$ cat src/rtl/regfile_wb_arbiter.sv
// Round-robin arbiter sharing the register file write port among NUM_REQ writeback sources,
// with a registered write stage, decode-side bypass and a saturating conflict counter.
module regfile_wb_arbiter #(
    parameter int NUM_REQ = 3,
    parameter int ADDR_W  = 5,
    parameter int DATA_W  = 32,
    parameter int CNT_W   = 16
) (
    input  logic                      clk,
    input  logic                      reset,
    input  logic [NUM_REQ-1:0]        req_valid,
    input  logic [NUM_REQ*ADDR_W-1:0] req_addr,
    input  logic [NUM_REQ*DATA_W-1:0] req_data,
    output logic [NUM_REQ-1:0]        req_ready,
    output logic                      rf_we,
    output logic [ADDR_W-1:0]         rf_waddr,
    output logic [DATA_W-1:0]         rf_wdata,
    input  logic [ADDR_W-1:0]         q_addr1,
    input  logic [ADDR_W-1:0]         q_addr2,
    output logic                      fwd_hit1,
    output logic                      fwd_hit2,
    output logic [DATA_W-1:0]         fwd_data,
    output logic [CNT_W-1:0]          conflict_cnt
);

    localparam int PTR_W = $clog2(NUM_REQ);

    logic [PTR_W-1:0]  ptr_q, ptr_d;
    logic              wrEn_q, wrEn_d;
    logic [ADDR_W-1:0] wrAddr_q, wrAddr_d;
    logic [DATA_W-1:0] wrData_q, wrData_d;
    logic [CNT_W-1:0]  conflictCnt_q, conflictCnt_d;

    logic [NUM_REQ-1:0] grant;
    logic [PTR_W-1:0]   grantIdx;
    logic               accept;
    logic [ADDR_W-1:0]  selAddr;
    logic [DATA_W-1:0]  selData;
    logic               multiValid;

    // Search starts at ptr and wraps; the extra sum bit keeps ptr+k from overflowing before the wrap.
    always_comb begin
        logic [PTR_W:0]   sum;
        logic [PTR_W-1:0] idx;
        grant    = '0;
        grantIdx = '0;
        accept   = 1'b0;
        sum      = '0;
        idx      = '0;
        for (int k = 0; k < NUM_REQ; k++) begin
            sum = {1'b0, ptr_q} + (PTR_W+1)'(k);
            if (sum >= (PTR_W+1)'(NUM_REQ)) begin
                sum = sum - (PTR_W+1)'(NUM_REQ);
            end
            idx = sum[PTR_W-1:0];
            if (!accept && reset && req_valid[idx]) begin
                grant[idx] = 1'b1;
                grantIdx   = idx;
                accept     = 1'b1;
            end
        end
    end

    always_comb begin
        selAddr = '0;
        selData = '0;
        for (int i = 0; i < NUM_REQ; i++) begin
            if (grant[i]) begin
                selAddr = req_addr[i*ADDR_W +: ADDR_W];
                selData = req_data[i*DATA_W +: DATA_W];
            end
        end
    end

    // The granted source drops to lowest priority on the following cycle.
    always_comb begin
        ptr_d = ptr_q;
        if (accept) begin
            if (grantIdx == PTR_W'(NUM_REQ - 1)) begin
                ptr_d = '0;
            end else begin
                ptr_d = grantIdx + 1'b1;
            end
        end
    end

    // Writes to r0 are accepted but never reach the register file.
    always_comb begin
        wrEn_d   = accept && (selAddr != '0);
        wrAddr_d = wrAddr_q;
        wrData_d = wrData_q;
        if (wrEn_d) begin
            wrAddr_d = selAddr;
            wrData_d = selData;
        end
    end

    assign multiValid = |(req_valid & (req_valid - 1'b1));

    always_comb begin
        conflictCnt_d = conflictCnt_q;
        if (multiValid && (conflictCnt_q != '1)) begin
            conflictCnt_d = conflictCnt_q + 1'b1;
        end
    end

    always_ff @(posedge clk) begin
        if (!reset) begin
            ptr_q         <= '0;
            wrEn_q        <= 1'b0;
            wrAddr_q      <= '0;
            wrData_q      <= '0;
            conflictCnt_q <= '0;
        end else begin
            ptr_q         <= ptr_d;
            wrEn_q        <= wrEn_d;
            wrAddr_q      <= wrAddr_d;
            wrData_q      <= wrData_d;
            conflictCnt_q <= conflictCnt_d;
        end
    end

    assign req_ready    = grant;
    assign rf_we        = wrEn_q;
    assign rf_waddr     = wrAddr_q;
    assign rf_wdata     = wrData_q;
    assign fwd_hit1     = wrEn_q && (wrAddr_q == q_addr1) && (q_addr1 != '0);
    assign fwd_hit2     = wrEn_q && (wrAddr_q == q_addr2) && (q_addr2 != '0);
    assign fwd_data     = wrData_q;
    assign conflict_cnt = conflictCnt_q;

endmodule

$ cat config.mk
export PLATFORM = sky130hd
export DESIGN_NAME = regfile_wb_arbiter
export DESIGN_NICKNAME = d
export VERILOG_FILES = /design/src/rtl/regfile_wb_arbiter.sv
export SDC_FILE = /design/constraint.sdc
export NUM_CORES = 1
export LEC_CHECK = 0
export CORE_ASPECT_RATIO = 0.9
export CORE_MARGIN = 2
export CORE_UTILIZATION = 35
export CTS_CLUSTER_DIAMETER = 100
export DETAILED_ROUTE_END_ITERATION = 7
export PLACE_DENSITY = 0.76
export SLEW_MARGIN = 20
export SYNTH_ARGS = -nofsm -noshare
export SYNTH_HDL_FRONTEND = slang
export SYNTH_SLANG_ARGS = --single-unit
$ cat constraint.sdc
create_clock -name clk -period 9.3 [get_ports clk]
set_input_delay 1.86 -clock clk [delete_from_list [all_inputs] [get_ports clk]]
set_output_delay 1.86 -clock clk [all_outputs]
set_load 0.02 [all_outputs]
Yosys cells after proc, flatten, opt, wreduce, memory -nomap -nowiden
Index checks and enable logic that the tools add are counted.
{"block": "totals", "inputBits": 126, "register_bits": 56}
{"block": "op_classes", "n_mux": 31, "reduce_logical": 20, "eq_ne": 4, "bitwise_logic": 3, "n_addsub": 8, "n_lt_le_gt_ge": 9}
{"cell": "$mux W32", "n": 3}
{"cell": "$add A16 B1 Y16 const B", "n": 1}
{"cell": "$ne A16 B16 Y1 const B", "n": 1}
{"cell": "$mux W5", "n": 3}
{"cell": "$reduce_bool A5 Y1", "n": 3}
{"cell": "$logic_and A1 B1 Y1", "n": 14}
{"cell": "$mux W2", "n": 7}
{"cell": "$eq A5 B5 Y1", "n": 2}
{"cell": "$lt A2 B3 Y1 const B", "n": 3}
{"cell": "$mux W1", "n": 9}
{"cell": "$mux W3", "n": 3}
{"cell": "$bmux W1 S2", "n": 3}
{"cell": "$demux W1 S2", "n": 3}
{"cell": "$ge A2 B1 Y1 const B", "n": 3}
{"cell": "$ge A3 B2 Y1 const B", "n": 2}
{"cell": "$or A3 B3 Y3", "n": 2}
{"cell": "$sub A2 B2 Y2 const B", "n": 3}
{"cell": "$add A2 B1 Y3 const B", "n": 1}
{"cell": "$add A2 B2 Y3 const B", "n": 1}
{"cell": "$and A3 B3 Y3", "n": 1}
{"cell": "$reduce_or A3 Y1", "n": 1}
{"cell": "$sub A3 B1 Y3 const B", "n": 1}
{"cell": "$add A2 B1 Y2 const B", "n": 1}
{"cell": "$eq A2 B2 Y1 const B", "n": 1}
{"cell": "2 further kinds", "n": 3}

Depth between registers and ports, before layout
{"block": "depth", "depth_word": 19, "depth_mapped": 14, "ltp_nobuf": 10}

Worst setup path after synthesis
OpenSTA, ideal clock, no wires.
{"block": "synth_path", "path_kind": "input port to output port", "start": "in req_valid[1]", "end": "out req_ready[2]", "path_buffers": 2, "cell_stages": 6, "required_ns": 7.440, "arrival_ns": 3.275, "slack_ns": 4.165, "cell_sequence": "mux2i_1 -> o221a_4 -> a32oi_2 -> inv_1 -> clkbuf_1 -> clkbuf_1"}
{"block": "synth_via", "elab_chain_cells": 12}
{"item": "start: declaration", "line_no": "11", "text": "input logic [NUM_REQ-1:0] req_valid,"}
{"item": "$bmux W1 S2", "line_no": "56", "text": "if (!accept && reset && req_valid[idx]) begin"}
{"item": "$mux W1 (implied by the code)", "line_no": "56"}
{"item": "$logic_and A1 B1 Y1", "line_no": "56"}
{"item": "$mux W1", "line_no": "56"}
{"item": "$logic_not A1 Y1", "line_no": "56"}
{"item": "$logic_and A1 B1 Y1 (2 in a row)", "line_no": "56"}
{"item": "$mux W1", "line_no": "56"}
{"item": "$logic_not A1 Y1", "line_no": "56"}
{"item": "$logic_and A1 B1 Y1 (2 in a row)", "line_no": "56"}
{"item": "$mux W3 *", "line_no": "56"}
{"item": "end: declaration", "line_no": "14", "text": "output logic [NUM_REQ-1:0] req_ready,"}
Every way passes the cells marked *; elsewhere a longest branch is shown, timed or not. The select of a mux whose other input is x is not followed.

Worst setup path in the final report
{"block": "layout_path", "start": "in req_valid[1]", "end": "out req_ready[1]"}
Same word-level chain as after synthesis.

==> results.md <==
- Status: finished, final reports clean
- Internal power: approximately 0.83 mW
- Gate power share: 54.4%
- Vias in the first global route: approximately 3700
- Post-detailed-route count of antenna-violating nets: 0
- Post-CTS setup buffer count: 0
- Most used cell, CP: clkdlybuf4s50_1
- Sw power: between 0.5 and 0.6 mW
- TritonCTS buffer count: 5
- Warning count from the yosys run: 0
- Setup tns final: 0 ns
- RSZ-0062 raised after global routing: false
- Critical Path AT: 4.23 ns
- Register bit total from synthesis: 56
- Max-Cap Viols: 0
- Max Slew Vio Count: 0
- Synth Flop Type: dfxtp_1
- CTS Buffer Depth: 2
- DR iter-0 viols: ~150
- Worst hold path class: flop to flop
- Critical path's top delay family: buffers and inverters
- DRC viols: 0
- Worst Skew: around 0.005 ns
- Initial antenna violation count: 0
- GP Congestion: 0.851
- Detailed placement HPWL: a little under 9000 um
- Pre-antenna DRT Iters: 4
- Crit-path slowest cell: clkdlybuf4s50_1
- PnR Total Power: approximately 1.4 mW
- PD cells: between 200 and 250 nW/um^2
- CTS tree: yes
- WP data required: between 7 and 8 ns
- Post-Synthesis Cell Area: between 3000 and 4000 um^2
- Cts hold-fix bufs: 0
- P&R area growth vs syn: 59.4%
- Fmax: ~160 MHz
- Die width: around 110 um
- Clock network power share: 17.6%
- Seq pwr share: between 20 and 30%
- Fraction of registers with async set/reset: 0%
- Slew headroom: 29.8%
- Hold_ws: about 0.48 ns
- Largest net degree at the start of global routing: just under 70
- Share of cells above drive strength 1: under 10%
- CTS sink count: 56
- CP startpoint kind: input pin
- Placed Cells: ~730
- Rows: 35
- P_leak: around 2.3 nW
- Sw frac: between 30% and 40%
- Max incr delay on CP: 0.69 ns
- Initial core utilization: 35.6%
- Final Hold Viols: 0
- Netlist cell types: 52
- Register area share after synthesis: ~31%
- IO buf count: 216
- # setup viols final: 0
- Total grt overflow: 0
- First-pass GRT wire length: 17900 um
- CP endpoint kind: output port
- Setup CP Type: input pin to output port
- Worst slew pin tran: between 1 and 1.5 ns
- Cells along the critical path: clkdlybuf4s50_1 > mux2i_1 > o221a_4 > a211o_4 > clkdlybuf4s50_1
- Tot GR Track Use: 19.7%
- Skew-Pair Late Insertion Delay: approximately 0.29 ns
- Cts repair resizes: 0
- Buffers & Inverters on Critical Path: 2
- Die height: approximately 100 um
- Total die area: between 10000 and 15000 um^2
- Post-synth EDFFs: 0
- Non-Filler Instances: about 740
- Clock period minus final worst setup slack: 6.09 ns
- Mapped Nets: 576
- Layout net count: between 700 and 800
- Via count: between 3000 and 4000
- Post-Route WL: 11500 um
- H-tree depth: 2
- Fin crit share: approximately 66%
- Crit path max fanout: 43
- Post-Syn Instances: 445
- Synth Area per Inst: 8.10 um^2
- Clk slew on worst S/H paths: about 0.070 ns
- Core Region: 10100 um^2
- I/O pins: 217
- VDD IR max: about 130 uV
- WL/cell: 15.6 um
- Vias per cell: a little over 5
- ANT cells: 0
- Root Buffer: clkbuf_16
==> registers in the layout, summed over array words and instances, names as in the netlist <==
| register | flops |
|---|---|
| ptr_q | 2 |
| rf_we | 1 |
| rf_waddr | 5 |
| fwd_data | 32 |
| conflict_cnt | 16 |
==> power groups by stage <==
| stage | sequential, mW | clock, mW | combinational, mW |
|---|---|---|---|
| floorplan | 0.444 | 0 | 0.403 |
| detailed placement | 0.383 | 0 | 0.739 |
| global route | 0.389 | 0.254 | 0.786 |
| CTS | 0.380 | 0.242 | 0.741 |
| finish | 0.379 | 0.237 | 0.735 |
| global placement | 0.380 | 0 | 0.727 |
==> layout by cell type (no fill, tap or decap), drive strengths merged, types with 7 or more instances in the layout <==
| cell type | n |
|---|---|
| clkdlybuf4s50 | 215 |
| dfxtp | 56 |
| nand2 | 52 |
| nor2 | 44 |
| a21oi | 38 |
| mux2i | 36 |
| a22oi | 32 |
| and2 | 13 |
| xnor2 | 11 |
| inv | 11 |
| xor2 | 9 |
| o21ai | 7 |
==> kinds of logic after synthesis <==
family                   count (synthesis)  synth area share, %
adder cells (fa/ha/maj)                  6                 2.01
multiplexers                            36                 10.0
flip-flops                              56                 31.1
AND/OR/NAND/NOR                        148                 19.2
XOR/XNOR                                20                 4.86
buffers and inverters                   71                 11.9
AO/OA/AOI/OAI                          108                 20.9
==> routing by layer <==
layer	track usage, %	wire, um	vias to the layer above
met3	3.68	601	12
met4	5.87	175	0
li1	-	-	1859
met5	0	0	-
met1	24.2	4860	1730
met2	35.4	5860	154
==> worst paths after layout <==
kind,start,end,slack [ns],depth (start not counted)
worst max-delay path,req_valid[1],req_ready[1],3.21,5
worst max register to register,ptr_q[0]$_SDFFE_PN0P_,fwd_data[19]$_SDFFE_PN0P_,5.23,10
worst min-delay path,fwd_data[27]$_SDFFE_PN0P_,fwd_data[27]$_SDFFE_PN0P_,0.48,2
worst min register to register,fwd_data[27]$_SDFFE_PN0P_,fwd_data[27]$_SDFFE_PN0P_,0.48,2
==> synthesized netlist by cell type, drive strengths merged, types with 4 or more instances <==
| cell type | number | area, um^2 |
|---|---|---|
| ha | 5 | 62.6 |
| o21ai | 7 | 35.0 |
| xnor2 | 11 | 96.3 |
| a2111o | 4 | 45.0 |
| nor2 | 44 | 165 |
| buf | 40 | 312 |
| inv | 11 | 41.3 |
| dfxtp | 56 | 1120 |
| nand3 | 6 | 30.0 |
| a22oi | 32 | 240 |
| clkbuf | 20 | 76.3 |
| a31oi | 5 | 37.5 |
| a21boi | 4 | 30.0 |
| mux2i | 36 | 360 |
| a21oi | 38 | 190 |
| o21bai | 4 | 30.0 |
| nand2 | 52 | 195 |
| and2 | 13 | 81.3 |
| xor2 | 9 | 78.8 |
| and3 | 6 | 37.5 |
| nand3b | 5 | 37.5 |
==> stage by stage <==
| stage | worst slack [ns] | cell area (um^2) | util (%) |
|---|---|---|---|
| 2_1_floorplan | 4.17 | 3600 | - |
| 3_3_place_gp | 3.21 | 5560 | 54.9 |
| 3_5_place_dp | 3.09 | 5560 | 54.9 |
| 4_1_cts | 3.09 | 5740 | 56.8 |
| 5_1_grt | 3.04 | 5750 | 56.8 |
| 6_report | 3.21 | 5750 | 56.8 |
==> worst min-delay path, delay by kind of cell (launching register included) <==
family	cells	cell delay [ns]
mux	1	0.05
simple gates	1	0.06
flops	1	0.32
==> layout make-up <==
cell class	instances	area, um^2
Fill cell	949	4370
Clock inverter	2	60.1
Sequential cell	56	1120
Clock buffer	5	125
Timing Repair Buffer	218	2170
Tap cell	129	161
Multi-Input combinational cell	318	2060
Inverter	11	41.3
Note: power is estimated with default switching activity, not from simulation.
